## src/rtl/core_run_controller.sv

```systemverilog
// core_run_controller: run/halt/step/reset sequencer for a core with rvfi retirement tracking.
// Define TRACE_EN to build the first-word-fall-through retirement trace FIFO.
module core_run_controller #(
   parameter int XLEN           = 32,
   parameter int TRACE_DEPTH    = 16,
   parameter int RESET_CYCLES   = 8,
   parameter int TIMEOUT_CYCLES = 1024
) (
   input  logic                         clk,
   input  logic                         reset,
   input  logic                         cmd_valid,
   output logic                         cmd_ready,
   input  logic [1:0]                   cmd_op,
   input  logic [31:0]                  cmd_arg,
   output logic                         core_clk_en,
   output logic                         reset_core,
   input  logic                         rvfi_valid,
   input  logic                         rvfi_trap,
   input  logic [XLEN-1:0]              rvfi_pc_rdata,
   input  logic [31:0]                  rvfi_insn,
   input  logic                         bkpt_en,
   input  logic [XLEN-1:0]              bkpt_addr,
   input  logic                         trace_rd_en,
   output logic [XLEN+31:0]             trace_data,
   output logic                         trace_empty,
   output logic [$clog2(TRACE_DEPTH):0] trace_count,
   output logic                         trace_overflow,
   output logic [1:0]                   state,
   output logic [1:0]                   halt_reason,
   output logic [63:0]                  retired
);
   localparam int RW = $clog2(RESET_CYCLES + 1);
   localparam int TW = $clog2(TIMEOUT_CYCLES + 1);
   typedef enum logic [1:0] {S_HALT = 2'd0, S_RUN = 2'd1, S_STEP = 2'd2, S_RST = 2'd3} state_t;
   state_t st, st_nx;
   logic [1:0] why, why_nx;
   logic [31:0] rem, rem_nx;
   logic [RW-1:0] rcnt, rcnt_nx;
   logic [TW-1:0] tcnt, tcnt_nx;
   logic accept, retire, flush;
   assign cmd_ready   = st != S_RST;
   assign core_clk_en = st == S_RUN || st == S_STEP;
   assign reset_core  = st == S_RST;
   assign state       = st;
   assign halt_reason = why;
   assign accept      = cmd_valid && cmd_ready;
   assign retire      = rvfi_valid && core_clk_en;
   assign flush       = accept && cmd_op == 2'd3;
   // An accepted command overrides any halt event raised in the same cycle.
   always_comb begin
      st_nx = st;
      why_nx = why;
      rem_nx = rem;
      rcnt_nx = rcnt;
      tcnt_nx = tcnt;
      if (accept) begin
         st_nx = cmd_op == 2'd0 ? S_RUN : cmd_op == 2'd1 ? S_HALT : cmd_op == 2'd2 ? S_STEP : S_RST;
         why_nx = cmd_op == 2'd1 ? 2'd0 : why;
         rem_nx = cmd_arg == 32'd0 ? 32'd1 : cmd_arg;
         rcnt_nx = '0;
         tcnt_nx = '0;
      end else if (st == S_RST) begin
         rcnt_nx = rcnt + 1'b1;
         if (rcnt == RW'(RESET_CYCLES - 1)) begin st_nx = S_HALT; why_nx = 2'd0; end
      end else begin
         if (st == S_STEP) begin
            rem_nx = retire ? rem - 1'b1 : rem;
            tcnt_nx = retire ? '0 : tcnt + 1'b1;
         end
         if (retire && rvfi_trap) begin st_nx = S_HALT; why_nx = 2'd2; end
         else if (retire && bkpt_en && rvfi_pc_rdata == bkpt_addr) begin st_nx = S_HALT; why_nx = 2'd1; end
         else if (retire && st == S_STEP && rem == 32'd1) begin st_nx = S_HALT; why_nx = 2'd0; end
         else if (st == S_STEP && !retire && tcnt == TW'(TIMEOUT_CYCLES - 1)) begin st_nx = S_HALT; why_nx = 2'd3; end
      end
   end
   always_ff @(posedge clk or negedge reset) begin
      if (!reset) begin
         st <= S_RST;
         why <= 2'd0;
         rem <= '0;
         rcnt <= '0;
         tcnt <= '0;
         retired <= '0;
      end else begin
         st <= st_nx;
         why <= why_nx;
         rem <= rem_nx;
         rcnt <= rcnt_nx;
         tcnt <= tcnt_nx;
         retired <= flush ? 64'd0 : retired + 64'(retire);
      end
   end
`ifdef TRACE_EN
   localparam int AW = $clog2(TRACE_DEPTH);
   localparam int CW = AW + 1;
   logic [XLEN+31:0] mem [TRACE_DEPTH];
   logic [AW-1:0] wp, rp;
   logic [CW-1:0] cnt;
   logic ovf, pop, wr;
   // A pop frees the head slot, so a push into a full FIFO still lands when paired with one.
   assign pop = trace_rd_en && cnt != '0;
   assign wr  = retire && (cnt != CW'(TRACE_DEPTH) || pop);
   always_ff @(posedge clk or negedge reset) begin
      if (!reset) begin
         wp <= '0;
         rp <= '0;
         cnt <= '0;
         ovf <= 1'b0;
      end else if (flush) begin
         wp <= '0;
         rp <= '0;
         cnt <= '0;
         ovf <= 1'b0;
      end else begin
         wp <= wr ? wp + 1'b1 : wp;
         rp <= pop ? rp + 1'b1 : rp;
         cnt <= cnt + CW'(wr) - CW'(pop);
         ovf <= ovf | (retire && !wr);
      end
   end
   always_ff @(posedge clk) begin
      if (wr) mem[wp] <= {rvfi_pc_rdata, rvfi_insn};
   end
   assign trace_data     = cnt == '0 ? '0 : mem[rp];
   assign trace_empty    = cnt == '0;
   assign trace_count    = cnt;
   assign trace_overflow = ovf;
`else
   logic unused_trace;
   assign unused_trace   = ^{trace_rd_en, rvfi_insn, flush};
   assign trace_data     = '0;
   assign trace_empty    = 1'b1;
   assign trace_count    = '0;
   assign trace_overflow = 1'b0;
`endif
endmodule

```

## config.mk

```make
export PLATFORM = sky130hd
export DESIGN_NAME = core_run_controller
export DESIGN_NICKNAME = d
export VERILOG_FILES = /design/src/rtl/core_run_controller.sv
export SDC_FILE = /design/constraint.sdc
export NUM_CORES = 1
export LEC_CHECK = 0
export CORE_MARGIN = 2
export CORE_UTILIZATION = 25
export DETAILED_ROUTE_END_ITERATION = 8
export PLACE_DENSITY = 0.51
export SLEW_MARGIN = 30
export SYNTH_ARGS = -nofsm -noshare
export SYNTH_HDL_FRONTEND = slang
export SYNTH_SLANG_ARGS = --single-unit
```

## constraint.sdc

```tcl
create_clock -name clk -period 3.05 [get_ports clk]
set_input_delay 0.915 -clock clk [delete_from_list [all_inputs] [get_ports clk]]
set_output_delay 0.915 -clock clk [all_outputs]
set_load 0.02 [all_outputs]
```

==> run_results.csv <==
group,metric,value,unit
final_layout,fin_util,35.28,%
power,switching_share,33.08,%
floorplan,die-height,175.5,microns
critical_path,startpoint_type,"register",
detailed_routing,met1Wirelength,9716,microns
global_route,grt_usage,13.62,%
power,power,0.005292,W
synth,synth_edf_count,0,
detailed_routing,wl_met2,9897,microns
power,power_frac_comb,24.1,%
synth,synthCells,856,
critical_path,rrSetupSlack,0.18,ns
final_layout,mostFrequentLayoutCell,"clkdlybuf4s50_1",
run,drv_cap,0,
sta,max_freq,339.4,MHz
synth,async_reset_ff_share,100.0,%
synth,yosys-top-cells-area,"dfrtp_1, buf_4, xnor2_1",
detailed_routing,wl_per_cell,14.51,microns
clock_network,cts.clk_slew.worst_paths,0.07,ns
sta,final_hold_viol_count,0,
clock_network,post-cts-setup-buffer-count,0,
detailed_routing,route.met3.wl,1376,microns
sta,maxSlewHeadroom,37.37,%
critical_path,path_class,"reg2out",
detailed_routing,via_per_inst,4.618,
global_route,grt_pass1_vias,6546,
detailed_routing,top_layer_used,"met4",
sta,timing.hold.ws,0.4163,ns
detailed_routing,antenna_left,0,
final_layout,diodes,0,
critical_path,r2r_cells,8,
clock_network,cts_buffers,17,
sta,drv_slew,0,
outcome,status,"finished, final reports clean",
clock_network,clock-root-buffer,"clkbuf_16",
global_route,grt_overflow,0,
synth,netlist_area,7357,sq um
synth,synth_seq_cells,115,
floorplan,die-area,30820,sq um
floorplan,die_w,175.5,microns
placement,io_buffers,174,
clock_network,clock_latency,0.42,ns
global_route,antenna_found_initial,0,
final_layout,fin_nets,1210,
sta,fin_crit_sh,96.61,%
synth,synth_top_family_by_area,"simple AND/OR/NAND/NOR gates",
synth,seq_area_frac_synth,39.15,%
synth,synth_compound_area_share,12.94,%
synth,synth_top_cell_area_share,38.44,%
clock_network,cts.htree.levels,4,
clock_network,clockBufferDepth,2,
synth,synthAdderAreaFrac,2.041,%
synth,ys.flop_type,"dfrtp_1",
synth,yosysWarnings,0,
synth,synthDistinctLibCells,60,
detailed_routing,vias,6733,
placement,hpwl,16210,microns
power,power_leakage,4.154,nW
synth,synth_top_area_cell,"dfrtp_1",
floorplan,core,28860,sq um
sta,grt_setup_unrepaired,"no",
detailed_routing,first_pass_iters,4,
sta,finalCriticalPeriod,2.947,ns
placement,post-place-ws,-0.3212,ns
detailed_routing,drc_errors,0,
final_layout,area_delta_synth_final,38.37,%
power,p_int,0.003541,W
synth,avgSynthCellArea,8.595,sq um
floorplan,ios,279,
placement,place_area,9580,sq um
synth,synth_mux_area_share,0.4422,%
critical_path,cp-end-kind,"output port",
power,pwr-share-clk,38.4,%
critical_path,cp_data_required_time,2.13,ns
power,p_switching,0.001750,W
sta,finalSetupViolCount,0,
floorplan,num_rows,62,
critical_path,crit_fanout,5,
final_layout,stdcell_area,10180,sq um
synth,synth-simple-area-share,25.36,%
global_route,grt_max_degree,56,
clock_network,clock_sinks,115,
global_route,grt_pass1_wl,33790,microns
detailed_routing,first_iter_violations,292,
synth,synth_xor_area_share,10.00,%
sta,finalClockSkew,0.01514,ns
power,pwr-share-seq,37.5,%
critical_path,cp.arrival,2.03,ns
final_layout,drive_above_1_share,9.963,%
final_layout,layout.cells.most_common_list,"clkdlybuf4s50_1, dfrtp_1, nor2_1",
floorplan,initial_core_util,25.49,%
sta,worst_slew_pin_slew,0.9361,ns
sta,setup_ws,0.1033,ns
detailed_routing,drt-total-wl,21150,microns
clock_network,cts_tree,"yes",
power,ir_drop,342.5,uV
min_path,hp-class,"in2async",
placement,place.gp.congestion,0.7829,
power,power_density,519.8,nW/um^2
==> through the flow <==
| step | cells | setup TNS (ns) |
|---|---|---|
| after floorplan | 925 | 0 |
| after global placement | 1426 | -3.839 |
| after detailed placement | 1426 | -4.879 |
| after CTS | 1458 | 0 |
| after global routing | 1458 | 0 |
| final | 1458 | 0 |
==> Yosys cell counts, types with 26 or more instances <==
cell type	number
nand2_1	62
a21oi_1	46
xor2_1	41
xnor2_1	43
clkbuf_1	26
nor4_1	30
dfrtp_1	113
nand3_1	39
buf_4	71
nor2_1	97
o21ai_0	56
==> routing by layer <==
layer	vias to the layer above	GRT usage [%]
li1	3323	-
met1	3172	17.66
met2	226	22.64
met3	12	3.853
met4	0	2.858
met5	-	0
==> what timing repair did <==
action / 4_1_cts / 5_1_grt
endpoints found under the setup margin: 0 / 10
gates resized for setup: 0 / 2
hold buffers: 0 / 0
==> power groups by stage <==
| stage | Combinational (W) | Clock (W) | Sequential (W) |
|---|---|---|---|
| floorplan | 0.000786 | 0 | 0.00199 |
| global placement | 0.00128 | 0 | 0.00200 |
| detailed placement | 0.00128 | 0 | 0.00200 |
| CTS | 0.00129 | 0.00209 | 0.00198 |
| global route | 0.00142 | 0.00215 | 0.00203 |
| finish | 0.00127 | 0.00203 | 0.00198 |
==> cell families after synthesis <==
family                   Yosys count
AO/OA/AOI/OAI                    159
multiplexers                       3
AND/OR/NAND/NOR                  358
adder cells (fa/ha/maj)           12
flip-flops                       115
buffers and inverters            123
XOR/XNOR                          84
other                              2
==> flip-flops by register name, summed over array words and instances, names as in the netlist <==
signal	flops
state	2
rem	32
retired	64
tcnt	11
halt_reason	2
rcnt	4
==> final timing paths <==
path                          endpoint      from
max                        core_clk_en  state[0]
min                        retired[34]     reset
max reg2reg                   state[1]  state[0]
min reg2reg                    tcnt[6]   tcnt[6]
min in group clk               tcnt[6]   tcnt[6]
max in group asynchronous      rem[30]     reset
==> critical path, stage by stage, from the launching register on <==
cell and delay (ns):
dfstp_2 0.57, inv_1 0.05, ha_1 0.33, inv_1 0.07, clkdlybuf4s50_1 0.60
==> cell type report <==
| cell class | instances | area, sq um |
|---|---|---|
| fill | 3004 | 18680 |
| multi-input combinational | 687 | 4015 |
| sequential | 115 | 2880 |
| timing repair buffer | 220 | 2135 |
| tap | 384 | 480.5 |
| clock buffer | 18 | 439.2 |
| clock inverter | 14 | 155.1 |
| inverter | 20 | 75.07 |
(Power assumes the default switching activity.)
